File: config.mk
export PLATFORM = sky130hd
export DESIGN_NAME = onehot_index_encoder
export DESIGN_NICKNAME = d
export VERILOG_FILES = /design/src/rtl/onehot_index_encoder.sv
export SDC_FILE = /design/constraint.sdc
export NUM_CORES = 1
export LEC_CHECK = 0
export ABC_AREA = 1
export CORE_UTILIZATION = 53
export DETAILED_ROUTE_END_ITERATION = 8
export GPL_TIMING_DRIVEN = 0
export HOLD_SLACK_MARGIN = 0.03
export PLACE_DENSITY = 0.87
export SLEW_MARGIN = 30
export SYNTH_ARGS = -nofsm -noshare
export SYNTH_HDL_FRONTEND = slang
export SYNTH_SLANG_ARGS = --single-unit
export TNS_END_PERCENT = 1
File: constraint.sdc
create_clock -name clk -period 5.6 [get_ports clk]
set_clock_uncertainty 0.05 [all_clocks]
set_input_delay 1.12 -clock clk [delete_from_list [all_inputs] [get_ports clk]]
set_output_delay 1.12 -clock clk [all_outputs]
set_load 0.02 [all_outputs]
File: src/rtl/onehot_index_encoder.sv
// Captures a WIDTH-bit mask and serialises each set bit as a binary index plus
// one-hot code, one per transfer, lowest-first or highest-first.
module onehot_index_encoder #(
    parameter int WIDTH     = 32,
    parameter int IDX_W     = $clog2(WIDTH),
    parameter bit LSB_FIRST = 1'b1
) (
    input  logic             clk,
    input  logic             reset,
    input  logic             in_valid,
    output logic             in_ready,
    input  logic [WIDTH-1:0] in_mask,
    output logic             out_valid,
    input  logic             out_ready,
    output logic [IDX_W-1:0] out_index,
    output logic [WIDTH-1:0] out_onehot,
    output logic             out_last,
    output logic             zero_mask
);

    typedef enum logic {
        IDLE,
        EMIT
    } state_t;

    state_t             state, next_state;
    logic [WIDTH-1:0]   pend, pend_next;
    logic               zero_next;
    logic [IDX_W-1:0]   sel_idx;
    logic [WIDTH-1:0]   sel_onehot;
    logic               sel_last;

    // Scan so that the winning bit is visited last: it overwrites any earlier hit.
    always_comb begin
        int unsigned j;
        sel_idx = '0;
        for (int unsigned i = 0; i < WIDTH; i++) begin
            j = LSB_FIRST ? (WIDTH - 1 - i) : i;
            if (pend[j]) begin
                sel_idx = IDX_W'(j);
            end
        end
        sel_onehot = WIDTH'(1) << sel_idx;
        sel_last   = (pend != '0) && ((pend & (pend - WIDTH'(1))) == '0);
    end

    always_comb begin
        next_state = state;
        pend_next  = pend;
        zero_next  = 1'b0;
        case (state)
            IDLE: begin
                if (in_valid) begin
                    if (in_mask != '0) begin
                        pend_next  = in_mask;
                        next_state = EMIT;
                    end else begin
                        zero_next = 1'b1;
                    end
                end
            end
            EMIT: begin
                if (out_ready) begin
                    pend_next = pend & ~sel_onehot;
                    if (sel_last) begin
                        next_state = IDLE;
                    end
                end
            end
            default: next_state = IDLE;
        endcase
    end

    always_ff @(posedge clk) begin
        if (reset) begin
            state     <= IDLE;
            pend      <= '0;
            zero_mask <= 1'b0;
        end else begin
            state     <= next_state;
            pend      <= pend_next;
            zero_mask <= zero_next;
        end
    end

    assign in_ready   = (state == IDLE) && !reset;
    assign out_valid  = (state == EMIT);
    assign out_index  = out_valid ? sel_idx : '0;
    assign out_onehot = out_valid ? sel_onehot : '0;
    assign out_last   = out_valid && sel_last;

endmodule
* After elaboration in Yosys (flattened, before gate mapping)
Cells that the tools add are included.
Word-level totals: flip-flop bits (word level) 34, bits of input ports 36, output and inout bits 41, word-level logic and storage cells 66
Operators by class: add/sub/neg operators 1, eq/ne operators 3, shift operators 1, muxes and demuxes 44, bitwise operators 5, reductions and logical operators 9
Operators by type and width (number):
- 5-bit 2-to-1 mux | 33
- 32-bit 2-to-1 mux | 4
- 32-bit bitwise AND | 2
- 32-bit one-hot mux with 2 select lines | 1
- 32-bit nonzero test | 2
- 32-bit logical NOT | 1
- 32-bit inverter | 1
- 1-bit by 5-bit << shifter with 32-bit output, first input constant | 1
- 32-bit by 1-bit subtractor with 32-bit output, second input constant | 1
- 2-bit != test, second input constant | 3
- 1-bit 2-to-1 mux | 5
- 1-bit logical AND | 3
- 3-bit AND reduction | 1
- 3-bit OR reduction | 1
- 1-bit inverter | 2
- 1-bit one-hot mux with 2 select lines | 1
- 1-bit logical NOT | 1

* Depth between registers and ports, before layout
Gate-level depths: netlist of the first run.
depth after elaboration 37, gate-level depth with buffers 35, gate-level depth less buffers 35

* Worst setup path before layout of the first run
No wires, ideal clock.
kind flip-flop to output port, start point register pend[2], end point output out_onehot[29], arrival 3006 ps, required time 4430 ps, setup slack 1424 ps, stages on the path, launching flop included 19, path buffers 1, path through dfxtp_1 > inv_2 > nand3_2 > nor2_4 > inv_2 > nor2_4 > inv_2 > nor2_2 > inv_2 > nor2_4 > inv_2 > nor2_4 > inv_2 > a21oi_2 > inv_2 > nor2_1 > inv_2 > buf_2 > nor4_1
Between the ends: cells in the longest elaborated chain, start to end 5
Ends and longest elaborated chain:
- start: declaration | RTL line 27 | logic [WIDTH-1:0] pend, pend_next;
- start signal: assignment | RTL line 81 | pend <= pend_next;
- 5-bit 2-to-1 mux (3 in series) | RTL line 39 | if (pend[j]) begin
- 1-bit by 5-bit << shifter with 32-bit output | RTL line 43 | sel_onehot = WIDTH'(1) << sel_idx;
- 32-bit 2-to-1 mux | RTL line 89 | assign out_onehot = out_valid ? sel_onehot : '0;
- end: declaration | RTL line 16 | output logic [WIDTH-1:0] out_onehot,
No other way between the ends.

* Final worst setup path of the first run
start point register pend[30], end point output out_onehot[13]
Between the ends: cells in the longest elaborated chain, start to end 33
Ends and longest elaborated chain (RTL line):
- 5-bit 2-to-1 mux (31 in series) | 39
- 1-bit by 5-bit << shifter with 32-bit output | 43
- 32-bit 2-to-1 mux | 89
No other way between the ends.

==> summary.md, run 1 <==
| Metric | Value |
|---|---|
| Reg2reg path depth | `22` |
| Status | `complete, no violations` |
| CP startpoint kind | `register` |
| Vias post-DR | `3571` |
| Die area | `5480 sq um` |
| Port buffer count | `76` |
| Post-Layout Cell Count | `627` |
| Clock root buffer | `clkbuf_8` |
| Post-synthesis sequential element count | `34` |
| Synth cell types | `35` |
| Minimum clock period | `4.91 ns` |
| Routed len/inst | `14.3 um` |
| Routability cong. | `0.949` |
| TNS Setup | `0 ns` |
| Top-count cell post-synth | `nand2_1` |
| Worst path slowest cell | `clkdlybuf4s50_1` |
| Hold_buf cts | `0` |
| Cell depth of the worst hold path | `2` |
| # rows | `25` |
| Final setup fails | `0` |
| Fin. max-slew vios | `0` |
| Crit path max fanout | `6` |
| DR iter-0 viols | `334` |
| RSZ-0062 raised after global routing | `no` |
| Most used cell, CP | `nand2_1` |
| H-Tree Depth | `2` |
| Relative slew slack | `55.7%` |
| CP endpoint kind | `primary output` |
| Initial core utilization | `56.7%` |
| Sequential-to-total area share from yosys stat | `24.8%` |
| First-pass GRT wire length | `13800 um` |
| Max frequency | `204 MHz` |
| Yosys warns | `0` |
| Total grt overflow | `0` |
| Final Net Count | `595` |
| Worst-path clk slew | `0.08 ns` |
| Share of cells above drive strength 1 | `7.50%` |
| Fin util | `76.1%` |
| Number of flops mapped to enable cells by yosys | `0` |
| # clock sinks | `34` |
| Wirelength, routed | `8950 um` |
| Synth area leaders | `dfxtp_1, nand2_1, nor2_1, inv_1, o21ai_0` |
| Hold path start | `pend[12]` |
| Core area | `4850 sq um` |
| Top cell type's share of synthesized area | `24.8%` |
| Placed cells | `619` |
| Avg Synthesized Cell Area | `5.77 sq um` |
| Lkg Pwr | `0.00151 uW` |
| Main synth FF type | `dfxtp_1` |
| Pin count of the biggest net entering global routing | `12` |
| IO Pins | `77` |
| CTS resizes | `0` |
| Height of the chip | `74 um` |
| Min-Delay Endpoint | `pend[12]` |
| Ys async rst share | `0%` |
| Hold Fails Final Rpt | `0` |
| Peak supply drop | `0.000157 V` |
| TritonCTS clock tree | `built` |
| Critical Path RT | `4.43 ns` |
| Max incr delay on CP | `0.62 ns` |
| Worst r2r src | `pend[2]` |
| Period utilization | `87.6%` |
| CP arrival | `3.74 ns` |
| Post-DRT Antenna Nets | `0` |
| Width of the die | `74 um` |
| Antenna Cells | `0` |
| Setup Crit Path Kind | `register to primary output` |
| Clock buffer depth | `2` |
| Post CTS Setup Buffer Count | `0` |
| Post-Syn Nets | `512` |
| Syn Std Cell Area | `2750 sq um` |
| Most frequent cells after synthesis | `nand2_1, nor2_1, inv_1, o21ai_0, dfxtp_1` |
| Drt drc | `0` |
| Synth Instances | `476` |
| Worst-skew pair later-pin latency | `0.29 ns` |
| Via density | `5.70` |
| Antenna violations before repair | `0` |
| Hold/Removal Path Class | `register to register` |
| DP HPWL | `6800 um` |
| R2r setup slk | `2.55 ns` |
| Worst r2r dst | `out_valid` |
| Vias in the first global route | `3095` |
| Synth area leader | `dfxtp_1` |
| Pwr Density | `222 nW/um^2` |
| Drt first pass iters | `7` |
| TritonCTS Buffers | `5` |
| Max Cap Viol | `0` |
| GRT Util Overall | `32.5%` |
| Synthesis-to-layout area growth | `34.2%` |
| Slew @ Worst Pin | `0.665 ns` |
-- how the worst max path moves through the flow --
stage | startpoint | endpoint | slack (ns) | cells past startpoint
after floorplan | pend[2] | out_onehot[29] | 1.42 | 18
after global placement | pend[2] | out_last | 1.15 | 22
after detailed placement | pend[2] | out_onehot[29] | 1.17 | 19
after CTS | pend[30] | out_onehot[13] | 0.80 | 36
after global routing | pend[30] | out_onehot[13] | 0.33 | 36
final | pend[30] | out_onehot[13] | 0.69 | 36
-- cells by family after synthesis --
| logic type | after synthesis | share of synthesized area (%) |
|---|---|---|
| and+or+nand+nor | 250 | 41.2 |
| buffers and inverters | 94 | 12.9 |
| AOI/OAI and AO/OA | 98 | 21.2 |
| DFF | 34 | 24.8 |
-- worst max-delay path: cells and delay by family, from the launching register on --
family / cells / cell delay [ns]
buffers and inverters: 2 / 0.73
DFF: 1 / 0.34
and+or+nand+nor: 34 / 2.36
-- layer usage --
layer	track usage [%]	part of all wire, %	vias to the layer above
met5	0	0	-
met4	10.0	1.9	0
met3	6.64	9.9	19
met2	56.7	47	200
met1	40.2	41	1596
li1	-	-	1756
-- sequential cells by signal, summed over array words and instances (netlist names) --
register / flops
zero_mask: 1
pend: 32
out_valid: 1
-- stage by stage --
stage	hold WS (ns)	total power, uW	setup slack (ns)	instance area, sq um
finish	0.494	820	0.693	3690
global route	0.529	866	0.334	3690
CTS	0.498	812	0.795	3690
detailed placement	0.482	618	1.17	3590
global placement	0.467	611	1.15	3590
floorplan	0.446	513	1.42	2750
-- final cells by class --
| type | instances | area (sq um) |
|---|---|---|
| plain buffers | 23 | 87.6 |
| clock buffers | 6 | 82.6 |
| fillers | 415 | 1160 |
| multi-input cells | 348 | 1710 |
| well taps | 67 | 83.8 |
| clock inverters | 2 | 12.5 |
| inverters | 71 | 267 |
| repair buffers | 76 | 761 |
| flip-flops and latches | 34 | 681 |
-- where the power goes --
part / switching (uW) / total (uW) / internal [uW] / leakage (uW)
clock: 97.5 / 196 / 98.9 / 0.0000472
combinational: 216 / 332 / 116 / 0.00118
sequential: 26.8 / 292 / 265 / 0.000282
-- cell usage in the layout, fill, tap and decap left out, drive strengths merged, types with 3 or more instances in the layout --
| cell | netlist | layout |
|---|---|---|
| nor3 | 10 | 10 |
| nand4 | 10 | 10 |
| inv | 70 | 70 |
| nor2 | 74 | 74 |
| o21ai | 42 | 42 |
| o211ai | 3 | 3 |
| nand2 | 109 | 109 |
| and3 | 3 | 3 |
| clkdlybuf4s50 | 0 | 76 |
| a31oi | 31 | 31 |
| dfxtp | 34 | 34 |
| nor4 | 15 | 15 |
| clkbuf | 22 | 28 |
| a21oi | 14 | 14 |
| nand3 | 26 | 26 |
Note: power is estimated with default switching activity, not from simulation.
==> inputs of run 2 (changes only) <==
--- a/config.mk
+++ b/config.mk
@@ -8,4 +8,5 @@
 export ABC_AREA = 1
 export CORE_UTILIZATION = 53
+export CTS_CLUSTER_DIAMETER = 60
 export DETAILED_ROUTE_END_ITERATION = 8
 export GPL_TIMING_DRIVEN = 0
--- a/constraint.sdc
+++ b/constraint.sdc
@@ -3,3 +3,3 @@
 set_input_delay 1.12 -clock clk [delete_from_list [all_inputs] [get_ports clk]]
 set_output_delay 1.12 -clock clk [all_outputs]
-set_load 0.02 [all_outputs]
+set_load 0.1 [all_outputs]
==> summary.md, run 2 (synthesized netlist as in run 1, its figures left out) <==
| Metric | Value |
|---|---|
| Via density | `5.68 (-0.25%)` |
| Drt drc | `0 (unchanged)` |
| Clock share of power | `22.4% (-1.5 points)` |
| CP endpoint kind | `primary output` |
| Clock buffer depth | `2 (unchanged)` |
| Switching portion of total power | `45.7% (+4.2 points)` |
| TritonCTS Buffers | `5 (unchanged)` |
| Peak supply drop | `0.000167 V (+6.3%)` |
| Hold Fails Final Rpt | `0 (unchanged)` |
| Setup Crit Path Kind | `register to primary output` |
| CP arrival | `4.11 ns (+0.37 ns)` |
| Pwr Density | `235 nW/um^2 (+5.4%)` |
| Worst setup margin | `0.324 ns (-0.370 ns)` |
| Vias in the first global route | `3240 (+4.7%)` |
| Routed len/inst | `14.4 um (+0.90%)` |
| Internal power | `480 uW (+0.14%)` |
| Top reg by flops | `pend` |
| Max Cap Viol | `0 (unchanged)` |
| Routability cong. | `0.955 (+0.73%)` |
| Logic pwr share | `44.8% (+4.3 points)` |
| Synthesis-to-layout area growth | `37.2%` |
| R2r setup slk | `2.62 ns (+0.07 ns)` |
| Max incr delay on CP | `1.18 ns (+0.56 ns)` |
| Most used cell, CP | `nand2_1` |
| Total grt overflow | `0 (unchanged)` |
| Antenna violations before repair | `0 (unchanged)` |
| Final Net Count | `595 (unchanged)` |
| Storage element area | `681 sq um (unchanged)` |
| CP bufs+invs | `2 (unchanged)` |
| Worst path depth | `16 (-56%)` |
| First-pass GRT wire length | `14500 um (+5.3%)` |
| Worst-skew pair later-pin latency | `0.30 ns (about the same)` |
| Antenna Cells | `0 (unchanged)` |
| Final setup fails | `0 (unchanged)` |
| Most frequent cells in the layout | `nand2_1, nor2_1, clkdlybuf4s50_1` |
| Hold/Removal Path Class | `register to register` |
| Reg2reg path depth | `22 (unchanged)` |
| Vias post-DR | `3562 (-0.25%)` |
| DP HPWL | `6960 um (+2.5%)` |
| Port buffer count | `76 (unchanged)` |
| Pin count of the biggest net entering global routing | `11 (-1)` |
| H-Tree Depth | `2 (unchanged)` |
| Area of the multi-input gates | `1770 sq um (+3.1%)` |
| Clock root buffer | `clkbuf_8` |
| TNS Setup | `0 ns (unchanged)` |
| CP delay by family, top | `buffers and inverters` |
| DR iter-0 viols | `256 (-23%)` |
| Filler instances | `382 (-8.0%)` |
| Sw power | `404 uW (+19%)` |
| TritonCTS clock tree | `built` |
| Share of cells above drive strength 1 | `8.57% (+1.1 points)` |
| Lkg Pwr | `0.00178 uW (+18%)` |
| Hold_buf cts | `0 (unchanged)` |
| Width of the die | `74 um (unchanged)` |
| Period utilization | `94.2% (+6.6 points)` |
| Drt first pass iters | `5 (-2)` |
| # rows | `25 (unchanged)` |
| Initial core utilization | `56.7% (unchanged)` |
| Worst Setup EP | `out_onehot[15]` |
| Critical Path Source | `pend[28]` |
| Worst slack, placed | `0.575 ns (-0.591 ns)` |
| Worst path slowest cell | `clkdlybuf4s50_1` |
| Worst r2r dst | `out_valid` |
| Wirelength, routed | `9030 um (+0.90%)` |
| Worst-path clk slew | `0.08 ns (about the same)` |
| # clock sinks | `34 (unchanged)` |
| Height of the chip | `74 um (unchanged)` |
| Crit path max fanout | `6 (unchanged)` |
| Worst r2r src | `pend[2]` |
| Core area | `4850 sq um (unchanged)` |
| Post-DRT Antenna Nets | `0 (unchanged)` |
| Minimum clock period | `5.28 ns (+0.370 ns)` |
| Relative slew slack | `33.3% (-22 points)` |
| CP startpoint kind | `register` |
| Largest register FFs | `32 (unchanged)` |
| Critical-path cell list | `nor2_1, inv_1, o21ai_0, nand2_1, nand2_1, a21oi_1, o21ai_0, a21oi_1, o21ai_0, nand2_1, a21oi_1, nand3_1, nor2_1, nand2_1, nor3_1, clkdlybuf4s50_1` |
| Die area | `5480 sq um (unchanged)` |
| Slew @ Worst Pin | `0.999 ns (+0.335 ns)` |
| Max frequency | `190 MHz (-7.0%)` |
| Fin. max-slew vios | `0 (unchanged)` |
| Commonest non-fill, non-tap cell in the layout | `nand2_1` |
| GRT Util Overall | `34.3% (+1.8 points)` |
| IO Pins | `77 (unchanged)` |
| Critical Path RT | `4.43 ns (about the same)` |
| Seq pwr share | `32.8% (-2.7 points)` |
| Status | `complete, no violations` |
[run 2: cell count changes in the layout (fill, tap and decap cells not counted)]
| cell | delta |
|---|---|
| clkdlybuf4s50_1 | -14 |
| nor4_2 | +6 |
| dlymetal6s2s_1 | +14 |
| clkbuf_1 | +1 |
| clkinvlp_4 | -1 |
| nor4_4 | +1 |
| nor4_1 | -7 |
[run 2: repair_timing]
item | 4_1_cts | 5_1_grt
setup buffers | 0 | 0
hold endpoints to repair | 0 | 0
resized for setup | 0 | 14
setup endpoints to repair | 0 | 14
[run 2: worst min path at each step]
stage,from,depth (start not counted),end
after floorplan,pend[4],2,pend[4]
after global placement,pend[4],2,pend[4]
after detailed placement,pend[4],2,pend[4]
after CTS,pend[4],2,pend[4]
after global routing,pend[5],2,pend[5]
final,pend[2],2,pend[2]
[run 2: worst min-delay path: cells and delay by family, from the launching register on]
| kind | cells | cell delay, ns |
|---|---|---|
| flip-flops | 1 | 0.35 |
| AND/OR/NAND/NOR | 1 | 0.09 |
| AO/OA/AOI/OAI | 1 | 0.07 |
[run 2: cell type report]
class	count	area share, %
Buffer	23	2.32
Multi-Input combinational cell	348	46.8
Tap cell	67	2.22
Inverter	71	7.07
Timing Repair Buffer	76	21.1
Clock buffer	7	2.29
Sequential cell	34	18.0
Clock inverter	1	0.133
[run 2: per-stage QoR]
step | instances | total power (uW) | hold slack (ns) | area, sq um | utilization (%)
6_report | 627 | 885 | 0.500 | 3770 | 77.8
5_1_grt | 627 | 935 | 0.523 | 3770 | 77.8
4_1_cts | 627 | 875 | 0.490 | 3740 | 77.1
3_5_place_dp | 619 | 683 | 0.484 | 3640 | 75.2
3_3_place_gp | 619 | 674 | 0.465 | 3640 | 75.2
2_1_floorplan | 476 | 577 | 0.446 | 2800 | -
[run 2: routing by layer]
layer	vias to the layer above	GRT usage, %	wire length, um
li1	1754	-	-
met1	1630	42.3	3870
met2	154	58.2	4240
met3	24	5.96	645
met4	0	16.0	277
met5	-	0	0
[run 2: power groups by stage]
| stage | Clock [uW] | Combinational (uW) | Sequential, uW |
|---|---|---|---|
| 2_1_floorplan | 0 | 284 | 293 |
| 4_1_cts | 196 | 390 | 289 |
| 6_report | 198 | 396 | 290 |
| 5_1_grt | 207 | 434 | 294 |
| 3_3_place_gp | 0 | 380 | 294 |
| 3_5_place_dp | 0 | 388 | 295 |
==> inputs of run 3 (changes only) <==
Settings changed: CORE_MARGIN set to 2, CORE_UTILIZATION 53 to 44, MAX_ROUTING_LAYER set to met4, PLACE_DENSITY 0.87 to 0.77.
Clock period 5.6 ns to 4.6 ns, I/O delays scaled along.
==> summary.md, run 3 (synthesized netlist as in run 1, its figures left out) <==
| Metric | Value |
|---|---|
| Clock buffer depth | `2 (unchanged)` |
| CP arrival | `3.48 ns (-0.63 ns)` |
| Largest register FFs | `32 (unchanged)` |
| Final Net Count | `595 (unchanged)` |
| Max frequency | `224 MHz` |
| Wirelength, routed | `9030 um (about the same)` |
| GRT Util Overall | `27.6% (-6.7 points)` |
| Core area | `5990 sq um (+24%)` |
| Pwr Density | `287 nW/um^2 (+22%)` |
| Max incr delay on CP | `0.85 ns (-0.33 ns)` |
| Post-DRT Antenna Nets | `0 (unchanged)` |
| Lkg Pwr | `0.00164 uW (-7.5%)` |
| Vias post-DR | `3457 (-2.9%)` |
| Drt drc | `0 (unchanged)` |
| Peak supply drop | `0.000172 V (+2.9%)` |
| Vias in the first global route | `3235 (-0.15%)` |
| Setup Crit Path Kind | `register to primary output` |
| Worst-skew pair later-pin latency | `0.29 ns (about the same)` |
| Crit path max fanout | `5 (-1)` |
| # rows | `28 (+12%)` |
| Worst setup margin | `0.145 ns (-0.178 ns)` |
| Routed len/inst | `14.2 um (-1.3%)` |
| Max Cap Viol | `0 (unchanged)` |
| Minimum clock period | `4.45 ns` |
| Hold/Removal Path Class | `register to register` |
| Pin count of the biggest net entering global routing | `11 (unchanged)` |
| Most frequent cells in the layout | `nand2_1, inv_1, nor2_1` |
| Drt first pass iters | `5 (unchanged)` |
| DR iter-0 viols | `221 (-14%)` |
| Routability cong. | `0.993 (+3.9%)` |
| TritonCTS clock tree | `built` |
| Share of cells above drive strength 1 | `17.0% (+8.4 points)` |
| Die area | `6890 sq um (+26%)` |
| Port buffer count | `76 (unchanged)` |
| Total grt overflow | `0 (unchanged)` |
| TritonCTS Buffers | `5 (unchanged)` |
| RSZ-0062 raised after global routing | `yes` |
| CP endpoint kind | `primary output` |
| H-Tree Depth | `2 (unchanged)` |
| Top reg by flops | `pend` |
| IO Pins | `77 (unchanged)` |
| Clock root buffer | `clkbuf_8` |
| Filler instances | `590 (+54%)` |
| Height of the chip | `83.0 um (+12%)` |
| Worst path slowest cell | `clkdlybuf4s15_1` |
| Initial core utilization | `45.9% (-11 points)` |
| Fin. max-slew vios | `0 (unchanged)` |
| Relative slew slack | `35.0% (+1.8 points)` |
| Period utilization | `96.8%` |
| Worst slack, placed | `-0.344 ns (-0.919 ns)` |
| # clock sinks | `34 (unchanged)` |
| Synthesis-to-layout area growth | `38.0%` |
| Placed cells | `627 (+1.3%)` |
| CP startpoint kind | `register` |
| Post CTS Setup Buffer Count | `0 (unchanged)` |
| Antenna violations before repair | `0 (unchanged)` |
| Width of the die | `83.0 um (+12%)` |
| Final setup fails | `0 (unchanged)` |
| Hold Fails Final Rpt | `0 (unchanged)` |
| Status | `complete, no violations` |
| Most used cell, CP | `nand2_1` |
| First-pass GRT wire length | `15500 um (+6.7%)` |
| Via density | `5.44 (-4.2%)` |
| Slew @ Worst Pin | `0.972 ns (-0.0278 ns)` |
| Commonest non-fill, non-tap cell in the layout | `nand2_1` |
| Critical Path RT | `3.63 ns (-0.80 ns)` |
| DP HPWL | `7090 um (+1.8%)` |
| Worst-path clk slew | `0.07 ns (about the same)` |
| Antenna Cells | `0 (unchanged)` |
| Post-Layout Cell Count | `635 (+1.3%)` |
run 3: changes by cell type in the layout (fill, tap and decap cells not counted), sizes merged:
| cell | before | now |
|---|---|---|
| clkdlybuf4s50 | 62 | 39 |
| buf | 1 | 17 |
| clkbuf | 29 | 42 |
| dlymetal6s2s | 14 | 3 |
| clkdlybuf4s15 | 0 | 5 |
run 3: final timing paths:
kind	start	end	slack [ns]	cells past startpoint
worst max register to register	pend[0]	out_valid	1.56	24
worst min-delay path	pend[22]	pend[22]	0.49	2
worst min register to register	pend[22]	pend[22]	0.49	2
worst max-delay path	pend[30]	out_onehot[10]	0.15	33
run 3: what timing repair did:
action	4_1_cts	5_1_grt
resized for setup	103	92
hold buffers	0	0
gates cloned	0	0
setup endpoints to repair	34	38
run 3: cell type report:
cell class	count	area [sq um]	share of cell area (%)
multi-input cells	348	1880	49.5
repair buffers	76	694	18.3
flip-flops and latches	34	681	17.9
inverters	71	267	7.03
well taps	75	93.8	2.47
plain buffers	23	87.6	2.31
clock buffers	7	86.3	2.28
clock inverters	1	5.00	0.132
run 3: critical path: cells and delay by family, from the launching register on:
kind          cells  cell delay, ns
simple gates     31            1.92
flops             1            0.37
buf+inv           2            0.94
run 3: layer usage:
layer	wire length [um]	GRT usage [%]	vias to the layer above
met5	0	-	-
met4	141	8.05	0
met3	709	4.57	14
met2	4170	44.8	152
met1	4000	35.3	1539
li1	-	-	1752
run 3: per-stage QoR:
stage                     hold WS (ns)  setup TNS [ns]  util [%]  total power, uW  area [sq um]
after floorplan                  0.446           -3.46         -              718          2890
after global placement           0.478           -2.94      62.5              843          3740
after detailed placement         0.481           -3.88      62.5              850          3740
after CTS                        0.492          -0.105      64.0             1080          3830
after global routing             0.517           -1.45      63.3             1160          3790
final                            0.492               0      63.3             1090          3790
run 3: power breakdown:
part           total [uW]  internal [uW]  switching, uW
clock network         235            121            114
logic                 500            142            358
registers             355            322           32.2
total                1090            585            504
